--- src/rtl/alu_pkg.sv ---
// Shared types and constants for the atomic ALU execution unit.
package alu_pkg;

   localparam int WIDTH = 32;

   typedef enum logic [2:0] {
      OP_ADD = 3'b000,
      OP_SUB = 3'b001,
      OP_AND = 3'b010,
      OP_OR  = 3'b011,
      OP_XOR = 3'b100,
      OP_SLL = 3'b101,
      OP_MUL = 3'b110,
      OP_CMP = 3'b111
   } alu_op_t;

   typedef enum logic [1:0] {
      S_IDLE  = 2'd0,
      S_SHIFT = 2'd1,
      S_MUL   = 2'd2
   } alu_state_t;

endpackage

--- src/rtl/atomic_alu_core_if.sv ---
// Controller-to-ALU request/response bundle; the controller is the master.
interface atomic_alu_core_if;

   logic [2:0]                alu_op_code;
   logic [alu_pkg::WIDTH-1:0] data_a;
   logic [alu_pkg::WIDTH-1:0] data_b;
   logic                      op_valid;
   logic                      op_ready;
   logic [alu_pkg::WIDTH-1:0] y;
   logic                      Z;
   logic                      C;
   logic                      done;

   modport master (
      output alu_op_code, data_a, data_b, op_valid,
      input  op_ready, y, Z, C, done
   );

   modport slave (
      input  alu_op_code, data_a, data_b, op_valid,
      output op_ready, y, Z, C, done
   );

endinterface

--- src/rtl/alu_mul_seq.sv ---
// 32-iteration shift-add multiplier; done_o and product_o are combinational so the
// caller can register the product on the same edge as the final iteration.
module alu_mul_seq
   import alu_pkg::*;
(
   input  logic                 clk,
   input  logic                 rst_n,
   input  logic                 start_i,
   input  logic [WIDTH-1:0]     a_i,
   input  logic [WIDTH-1:0]     b_i,
   output logic                 busy_o,
   output logic                 done_o,
   output logic [2*WIDTH-1:0]   product_o
);

   logic                 busy_q, busy_d;
   logic [4:0]           cnt_q, cnt_d;
   logic [2*WIDTH-1:0]   mcand_q, mcand_d;
   logic [WIDTH-1:0]     mplier_q, mplier_d;
   logic [2*WIDTH-1:0]   acc_q, acc_d;
   logic [2*WIDTH-1:0]   acc_next;

   assign acc_next  = acc_q + (mplier_q[0] ? mcand_q : '0);
   assign busy_o    = busy_q;
   assign done_o    = busy_q && (cnt_q == 5'd31);
   assign product_o = acc_next;

   always_comb begin
      busy_d   = busy_q;
      cnt_d    = cnt_q;
      mcand_d  = mcand_q;
      mplier_d = mplier_q;
      acc_d    = acc_q;
      if (start_i && !busy_q) begin
         busy_d   = 1'b1;
         cnt_d    = 5'd0;
         mcand_d  = {{WIDTH{1'b0}}, a_i};
         mplier_d = b_i;
         acc_d    = '0;
      end else if (busy_q) begin
         // One multiplier bit per edge: multiplicand walks left, multiplier walks right.
         acc_d    = acc_next;
         mcand_d  = mcand_q << 1;
         mplier_d = mplier_q >> 1;
         cnt_d    = cnt_q + 5'd1;
         if (cnt_q == 5'd31) busy_d = 1'b0;
      end
   end

   always_ff @(posedge clk or negedge rst_n) begin
      if (!rst_n) begin
         busy_q   <= 1'b0;
         cnt_q    <= '0;
         mcand_q  <= '0;
         mplier_q <= '0;
         acc_q    <= '0;
      end else begin
         busy_q   <= busy_d;
         cnt_q    <= cnt_d;
         mcand_q  <= mcand_d;
         mplier_q <= mplier_d;
         acc_q    <= acc_d;
      end
   end

endmodule

--- src/rtl/atomic_alu_core.sv ---
// ALU execution unit: single-cycle logic/add/sub/cmp, iterative SLL and MUL,
// registered y/Z/C with a one-cycle done pulse.
module atomic_alu_core
   import alu_pkg::*;
(
   input  logic              clk,
   input  logic              rst_n,
   atomic_alu_core_if.slave  bus
);

   alu_state_t           state_q, state_d;
   logic [WIDTH-1:0]     y_q, y_d;
   logic                 z_q, z_d;
   logic                 c_q, c_d;
   logic                 done_q, done_d;
   logic [WIDTH-1:0]     sh_acc_q, sh_acc_d;
   logic [4:0]           sh_cnt_q, sh_cnt_d;

   alu_op_t              op;
   logic                 accept;
   logic                 mul_start, mul_busy, mul_done;
   logic [2*WIDTH-1:0]   mul_prod;
   logic [WIDTH:0]       sum_w;
   logic [WIDTH-1:0]     sc_res;
   logic                 sc_c;
   logic [WIDTH-1:0]     sh_last;

   assign op           = alu_op_t'(bus.alu_op_code);
   assign bus.op_ready = (state_q == S_IDLE) && !mul_busy;
   assign accept       = bus.op_valid && bus.op_ready;
   assign mul_start    = accept && (op == OP_MUL);
   assign sh_last      = sh_acc_q << 1;

   assign bus.y    = y_q;
   assign bus.Z    = z_q;
   assign bus.C    = c_q;
   assign bus.done = done_q;

   alu_mul_seq u_mul (
      .clk       (clk),
      .rst_n     (rst_n),
      .start_i   (mul_start),
      .a_i       (bus.data_a),
      .b_i       (bus.data_b),
      .busy_o    (mul_busy),
      .done_o    (mul_done),
      .product_o (mul_prod)
   );

   // SUB and CMP share one path; C is the "no borrow" flag the CAS compare relies on.
   always_comb begin
      sum_w  = {1'b0, bus.data_a} + {1'b0, bus.data_b};
      sc_res = '0;
      sc_c   = 1'b0;
      case (op)
         OP_ADD:         begin sc_res = sum_w[WIDTH-1:0]; sc_c = sum_w[WIDTH]; end
         OP_SUB, OP_CMP: begin sc_res = bus.data_a - bus.data_b; sc_c = (bus.data_a >= bus.data_b); end
         OP_AND:         sc_res = bus.data_a & bus.data_b;
         OP_OR:          sc_res = bus.data_a | bus.data_b;
         OP_XOR:         sc_res = bus.data_a ^ bus.data_b;
         OP_SLL:         sc_res = bus.data_a << bus.data_b[4:0];
         default:        sc_res = '0;
      endcase
   end

   always_comb begin
      state_d  = state_q;
      y_d      = y_q;
      z_d      = z_q;
      c_d      = c_q;
      done_d   = 1'b0;
      sh_acc_d = sh_acc_q;
      sh_cnt_d = sh_cnt_q;
      case (state_q)
         S_IDLE: begin
            if (accept) begin
               if (op == OP_MUL) begin
                  state_d = S_MUL;
               end else if ((op == OP_SLL) && (bus.data_b[4:0] != 5'd0)) begin
                  state_d  = S_SHIFT;
                  sh_acc_d = bus.data_a;
                  sh_cnt_d = bus.data_b[4:0];
               end else begin
                  y_d    = sc_res;
                  z_d    = (sc_res == '0);
                  c_d    = sc_c;
                  done_d = 1'b1;
               end
            end
         end
         S_SHIFT: begin
            sh_acc_d = sh_last;
            sh_cnt_d = sh_cnt_q - 5'd1;
            if (sh_cnt_q == 5'd1) begin
               y_d     = sh_last;
               z_d     = (sh_last == '0);
               c_d     = 1'b0;
               done_d  = 1'b1;
               state_d = S_IDLE;
            end
         end
         S_MUL: begin
            if (mul_done) begin
               y_d     = mul_prod[WIDTH-1:0];
               z_d     = (mul_prod[WIDTH-1:0] == '0);
               c_d     = |mul_prod[2*WIDTH-1:WIDTH];
               done_d  = 1'b1;
               state_d = S_IDLE;
            end
         end
         default: state_d = S_IDLE;
      endcase
   end

   always_ff @(posedge clk or negedge rst_n) begin
      if (!rst_n) begin
         state_q  <= S_IDLE;
         y_q      <= '0;
         z_q      <= 1'b0;
         c_q      <= 1'b0;
         done_q   <= 1'b0;
         sh_acc_q <= '0;
         sh_cnt_q <= '0;
      end else begin
         state_q  <= state_d;
         y_q      <= y_d;
         z_q      <= z_d;
         c_q      <= c_d;
         done_q   <= done_d;
         sh_acc_q <= sh_acc_d;
         sh_cnt_q <= sh_cnt_d;
      end
   end

endmodule

--- src/flat_wrapper.sv ---
// flat-port wrapper written by rule: the top's interface ports become plain ports
module atomic_alu_core_flat import alu_pkg::*;
  (clk, rst_n, bus_alu_op_code, bus_data_a, bus_data_b, bus_op_valid, bus_op_ready, bus_y, bus_Z, bus_C, bus_done);
  atomic_alu_core_if bus_i ();
  input  logic clk;
  input  logic rst_n;
  input wire logic [$bits(bus_i.alu_op_code)-1:0] bus_alu_op_code;
  input wire logic [$bits(bus_i.data_a)-1:0] bus_data_a;
  input wire logic [$bits(bus_i.data_b)-1:0] bus_data_b;
  input wire logic [$bits(bus_i.op_valid)-1:0] bus_op_valid;
  output wire logic [$bits(bus_i.op_ready)-1:0] bus_op_ready;
  output wire logic [$bits(bus_i.y)-1:0] bus_y;
  output wire logic [$bits(bus_i.Z)-1:0] bus_Z;
  output wire logic [$bits(bus_i.C)-1:0] bus_C;
  output wire logic [$bits(bus_i.done)-1:0] bus_done;
  assign bus_i.alu_op_code = bus_alu_op_code;
  assign bus_i.data_a = bus_data_a;
  assign bus_i.data_b = bus_data_b;
  assign bus_i.op_valid = bus_op_valid;
  assign bus_op_ready = bus_i.op_ready;
  assign bus_y = bus_i.y;
  assign bus_Z = bus_i.Z;
  assign bus_C = bus_i.C;
  assign bus_done = bus_i.done;
  atomic_alu_core u_core (.clk(clk), .rst_n(rst_n), .bus(bus_i));
endmodule
--- config.mk ---
export PLATFORM = sky130hd
export DESIGN_NAME = atomic_alu_core_flat
export DESIGN_NICKNAME = d
export VERILOG_FILES = /design/src/rtl/alu_pkg.sv /design/src/rtl/atomic_alu_core_if.sv /design/src/rtl/alu_mul_seq.sv /design/src/rtl/atomic_alu_core.sv /design/src/flat_wrapper.sv
export SDC_FILE = /design/constraint.sdc
export NUM_CORES = 1
export LEC_CHECK = 0
export BUFFER_PORTS_ARGS = -buffer_cell sky130_fd_sc_hd__buf_4
export CAP_MARGIN = 10
export CORE_MARGIN = 8
export CORE_UTILIZATION = 25
export CTS_CLUSTER_SIZE = 25
export DETAILED_ROUTE_END_ITERATION = 6
export HOLD_SLACK_MARGIN = 0.12
export PLACE_DENSITY = 0.35
export SLEW_MARGIN = 20
export SYNTH_ARGS = -nofsm -noshare
export SYNTH_HDL_FRONTEND = slang
export SYNTH_HIERARCHICAL = 1
export SYNTH_SLANG_ARGS = --single-unit
export TNS_END_PERCENT = 20
--- constraint.sdc ---
create_clock -name clk -period 5.32 [get_ports clk]
set_input_delay 0 -clock clk [delete_from_list [all_inputs] [get_ports clk]]
set_output_delay 0 -clock clk [all_outputs]
set_load 0.005 [all_outputs]
# After elaboration in Yosys (flattened, before gate mapping)
# Index checks and enable logic that the tools add are counted.
[classes]
addsub = 5
order_cmp = 1
n_eq_ne = 18
shift = 1
muxes = 52
n_bitwise = 3
reduce_logical = 21
[ops]
columns = ["op", "count"]
rows = [
  ["$mux W64", 5],
  ["$mux W32", 7],
  ["$pmux W32 S6", 1],
  ["$logic_not A32 Y1", 3],
  ["$pmux W32 S3", 1],
  ["$mux W31", 3],
  ["$add A64 B64 Y64", 1],
  ["$pmux W31 S2", 1],
  ["$add A32 B32 Y33", 1],
  ["$and A32 B32 Y32", 1],
  ["$ge A32 B32 Y1", 1],
  ["$or A32 B32 Y32", 1],
  ["$reduce_or A32 Y1", 1],
  ["$shl A32 B5 Y32", 1],
  ["$sub A32 B32 Y32", 1],
  ["$xor A32 B32 Y32", 1],
  ["$mux W5", 5],
  ["$mux W1", 18],
  ["$eq A3 B3 Y1 const B", 4],
  ["$mux W2", 5],
  ["$pmux W5 S2", 1],
  ["$pmux W1 S3", 3],
  ["$reduce_and A4 Y1", 2],
  ["$eq A3 B2 Y1 const B", 2],
  ["21 further kinds", 31],
]
[totals]
ff_bits = 239
input_bits = 70
out_inout_bits = 36
word_cells = 113

# Logic depth before layout (Yosys ltp)
[logic_depth]
word_depth = 8
ltp_mapped = 21
ltp_nobuf = 19

# Cells and area by module
# The synthesis kept the hierarchy.
[modules_own_cells]
columns = ["mod", "n_inst", "cells_each", "area_per_inst_um2"]
rows = [
  ["atomic_alu_core", 1, 1510, 11393.4],
  ["alu_mul_seq", 1, 1178, 10644.0],
]

# Worst setup path after synthesis
# No wires, ideal clock.
[synth_timing]
path_type = "reg-to-reg"
startpoint = "register u_core.u_mul.mplier_q[0]"
endpoint = "register u_core.z_q, in the netlist u_core/bus.Z"
setup_time_ns = 0.065
arrival_ns = 4.242
t_required_ns = 5.255
slack_ns = 1.012
path_stages_with_launch = 21
synth_period_minus_slack_ns = 4.308
path_cell_list = "dfrtp_1 clkbuf_1 clkbuf_1 and2_1 ha_1 fa_1 a21o_1 a221oi_1 o21ai_0 a221oi_1 o41ai_1 a221oi_1 xnor2_1 nor4_1 nand4_1 nor4_1 nand4_1 o21ai_0 nand2_1 o21ai_0 a31o_1"
[synth_via]
elab_chain_len = 5
[synth_lines]
columns = ["element", "line_no", "text"]
rows = [
  ["from (decl)", "alu_mul_seq.sv:19", "logic [WIDTH-1:0] mplier_q, mplier_d;"],
  ["from (signal assigned)", "alu_mul_seq.sv:61", "mplier_q <= mplier_d;"],
  ["$mux W64", "alu_mul_seq.sv:23", "assign acc_next = acc_q + (mplier_q[0] ? mcand_q : '0);"],
  ["$add A64 B64 Y64", "alu_mul_seq.sv:23", ""],
  ["net u_core.mul_prod[26]", "atomic_alu_core.sv:22", "logic [2*WIDTH-1:0] mul_prod;"],
  ["$logic_not A32 Y1", "atomic_alu_core.sv:105", "z_d = (mul_prod[WIDTH-1:0] == '0);"],
  ["$mux W1", "atomic_alu_core.sv:103", "if (mul_done) begin"],
  ["$pmux W1 S3", "atomic_alu_core.sv:74", "case (state_q)"],
  ["to (signal assigned)", "atomic_alu_core.sv:127", "z_q <= z_d;"],
  ["to (decl)", "atomic_alu_core.sv:13", "logic z_q, z_d;"],
]
# The timed path passes the listed nets, and every way through them passes these cells. The select of a mux whose other input is x is not followed.
# A chain may end at the register's enable or synchronous reset.

# Worst setup path after layout
[layout_timing]
startpoint = "register u_core.u_mul.mplier_q[0]"
endpoint = "register u_core.c_q, in the netlist u_core/bus.C"
[layout_via]
elab_chain_len = 5
[layout_lines]
columns = ["element", "line_no", "text"]
rows = [
  ["$mux W64", "alu_mul_seq.sv:23", ""],
  ["$add A64 B64 Y64", "alu_mul_seq.sv:23", ""],
  ["net u_core.mul_prod[57]", "atomic_alu_core.sv:22", ""],
  ["$reduce_or A32 Y1", "atomic_alu_core.sv:106", "c_d = |mul_prod[2*WIDTH-1:WIDTH];"],
  ["$mux W1", "atomic_alu_core.sv:103", ""],
  ["$pmux W1 S3", "atomic_alu_core.sv:74", ""],
  ["to (signal assigned)", "atomic_alu_core.sv:120", "c_q <= 1'b0;"],
  ["to (signal assigned)", "atomic_alu_core.sv:128", "c_q <= c_d;"],
  ["to (decl)", "atomic_alu_core.sv:14", "logic c_q, c_d;"],
]
# The timed path passes the listed nets, and every way through them passes these cells. The select of a mux whose other input is x is not followed.

==> reports/qor.txt <==
Place WS: 0.290 ns
Peak VDD IR: 0.332 mV
R2r startpoint: u_core/u_mul/mplier_q[0]
Via count: 21.5k
Worst-margin pin slew: 1.08 ns
P&R area growth vs syn: 17.7%
Vias in the first global route: 21.1k
Cell Area, Placed: 24000 um2
Power per cell area: 424 nW/um2
Clk_skew: 0.0234 ns
Initial DRC Count: 1925
Synth Net Count: 2933
Ys flop type: dfrtp_1
Initial Utilization: 25.1%
Worst Hold Depth: 4
Hold path start: bus_alu_op_code[2]
Hold Slack: 0.189 ns
Die Y: 313 um
Worst EP arrival: 5.38 ns
Cells after Synth: 2688
Switch share: 45.7%
Final critical-path required period: 4.94 ns
First-pass GRT wire length: 146 mm
Port Buffers: 105
CP Data Required Time: 5.76 ns
Crit end category: flip-flop
Post-synth cell types: 92
Average cell area after synthesis: 8.20 um2
Pleak: 11.1 nW
Seq pwr share: 29.2%
Grt total ovfl: 0
Synth warn: 6
Post-route setup slack: 0.379 ns
Core area: 87800 um2
Total GRT Usage: 19.2%
Unrepaired setup endpoints after global routing: false
Logic pwr share: 47.8%
Setup violations, final: 0
Cell area after layout: 25900 um2
Final HPWL DP: 73.5 mm
Worst-Skew Late Latency: 0.57 ns
P_sw: 5.02 mW
Drt first pass iters: 6
Ratio of cells with drive above 1 in the final layout: 10.4%
Largest net degree at the start of global routing: 194
Max Cap Viol: 0
Hold Vio Cnt, Final: 0
Routability cong.: 0.895
Reg2Reg Depth: 18
Clk pin slew, worst setup/hold paths: 0.06 ns
Worst min-delay path category: input port to flip-flop
Async S/R FF share, synth: 100%
Vias/cell: 5.44
Max transition margin: 27.9%
Die Wd: 313 um
CP Launch Type: flip-flop
Synthesized area: 22000 um2
CTS tree: built
Crit Path Category: flip-flop to flip-flop
Die outline area: 97900 um2
Antenna violations before repair: 3
Total power: 11.0 mW
Postcts setup bufs: 0
EDFF count, synth: 0
I/O pin total: 106
Nets: 2999
Rows: 109
Post-Route WL: 97.1 mm
Clock sinks: 239
Outcome: finished clean
Fmax: 202 MHz
DRC viols: 0
CTS H-tree depth: 2
DRT antenna net count: 0
Clk pwr share: 23.1%
TNS Setup: 0 ns
Num CTS Buffers: 36
Critical path fanouts, max: 26
Internal: 5.98 mW
Crit. Startpoint: u_core/u_mul/mplier_q[0]
Root Buffer: clkbuf_16
Post-route clock period utilization: 92.9%
Pins over their slew limit: 0
Deepest clock path buffer count: 3
Flops & latches, synth: 239
Avg WL per Cell: 24.6 um
Sequential share of the synthesized area: 27.1%
==> layout make-up <==
class	count	area [um2]
sequential	239	5980
inverter	130	488
tap	1165	1460
fill	9452	61900
multi-input combinational	2131	14900
antenna	2	5.00
timing repair buffer	216	1840
clock inverter	16	201
clock buffer	49	1050
==> stage by stage <==
stage / std cells / utilization [%]
2_1_floorplan: 2688 / -
3_3_place_gp: 3814 / 27.3
3_5_place_dp: 3814 / 27.3
4_1_cts: 3946 / 29.5
5_1_grt: 3947 / 29.5
6_report: 3948 / 29.5
==> timing repair <==
action                                 CTS  global route
setup endpoints to repair                0             1
resized for setup                        0             4
hold buffers                            67             0
endpoints found under the hold margin  176             0
==> critical path, cell delays in order (launching register included) <==
cell	delay, ns
dfrtp_1	0.41
buf_4	0.22
and2_1	0.16
ha_1	0.34
a21o_1	0.22
a31o_2	0.23
o21ai_0	0.29
nand4_1	0.34
a41o_1	0.41
a211oi_2	0.43
o31a_1	0.30
o21bai_1	0.11
xor2_1	0.17
nor4_1	0.38
nand4_1	0.25
o21ai_0	0.24
nor3_1	0.07
a21oi_1	0.14
o31ai_1	0.08
==> power by group through the flow <==
stage	registers [mW]	logic, mW	clock network, mW
4_1_cts	3.22	5.25	2.65
3_5_place_dp	3.24	5.18	0
2_1_floorplan	2.93	3.41	0
3_3_place_gp	3.24	5.20	0
5_1_grt	3.32	5.77	2.71
6_report	3.21	5.26	2.54
==> Yosys cell counts (29+ instances only) <==
library cell	n	area share [%]
a221o_1	29	1.3
and2_1	74	2.1
xnor2_1	44	1.7
nand2_1	281	4.8
mux2i_1	142	6.4
nor3_1	42	0.95
a211oi_1	45	1.5
inv_1	127	2.2
nand3_1	46	1.0
dfrtp_1	239	27
a21o_1	60	2.0
nand4_1	34	0.97
nor2_1	181	3.1
nor4_1	37	1.1
a22o_1	68	2.7
ha_1	172	9.8
o21ai_0	223	5.1
clkbuf_1	148	2.5
a21oi_1	206	4.7
==> cells by family after synthesis <==
| group | synth area share [%] |
|---|---|
| fa+ha+maj | 10.0 |
| compound gates | 27.7 |
| simple gates | 17.6 |
| xor+xnor | 2.78 |
| flops | 27.1 |
| mux | 9.11 |
| buf+inv | 5.65 |
==> registers in the layout, summed over array words and instances, names as in the netlist <==
register	flops
u_core/sh_cnt_q	5
u_core/u_mul/cnt_q	5
u_core/bus.C	1
u_core/sh_acc_q	31
u_core/state_q	2
u_core/u_mul/mcand_q	64
u_core/u_mul/mplier_q	32
u_core/bus.done	1
u_core/bus.Z	1
u_core/u_mul/acc_q	64
u_core/bus.y	32
u_core/u_mul/busy_o	1
==> final timing paths <==
| check | to | slack (ns) |
|---|---|---|
| max reg2reg | u_core/bus.C | 0.38 |
| min in group asynchronous | u_core/u_mul/acc_q[54] | 0.64 |
| min reg2reg | u_core/bus.y[24] | 0.48 |
| max in group asynchronous | u_core/bus.y[29] | 3.99 |
| min | u_core/state_q[1] | 0.19 |
| max | u_core/bus.C | 0.38 |
==> cell usage in the layout, fill, tap and decap left out, types with 19 or more instances in the layout <==
master / count
a211oi_1: 43
a21o_1: 60
a21oi_1: 206
a221o_1: 29
a221oi_1: 24
a22o_1: 68
a31oi_1: 22
and2_1: 74
buf_4: 146
clkbuf_16: 37
dfrtp_1: 238
dlygate4sd3_1: 66
ha_1: 171
inv_1: 127
mux2i_1: 142
mux4_2: 23
nand2_1: 281
nand3_1: 46
nand4_1: 34
nor2_1: 179
nor3_1: 41
nor4_1: 37
o21ai_0: 223
o21bai_1: 26
o221ai_1: 19
o31ai_1: 20
or3_1: 19
xnor2_1: 44
xor2_1: 26
==> routing by layer <==
layer,track usage [%],vias up,routed length [um]
met5,0,-,0
met4,4.50,0,2190
met3,2.73,103,4710
met2,29.0,589,41800
met1,28.5,10714,48400
li1,-,10076,-
No activity file was read; power rests on OpenSTA's default activity.
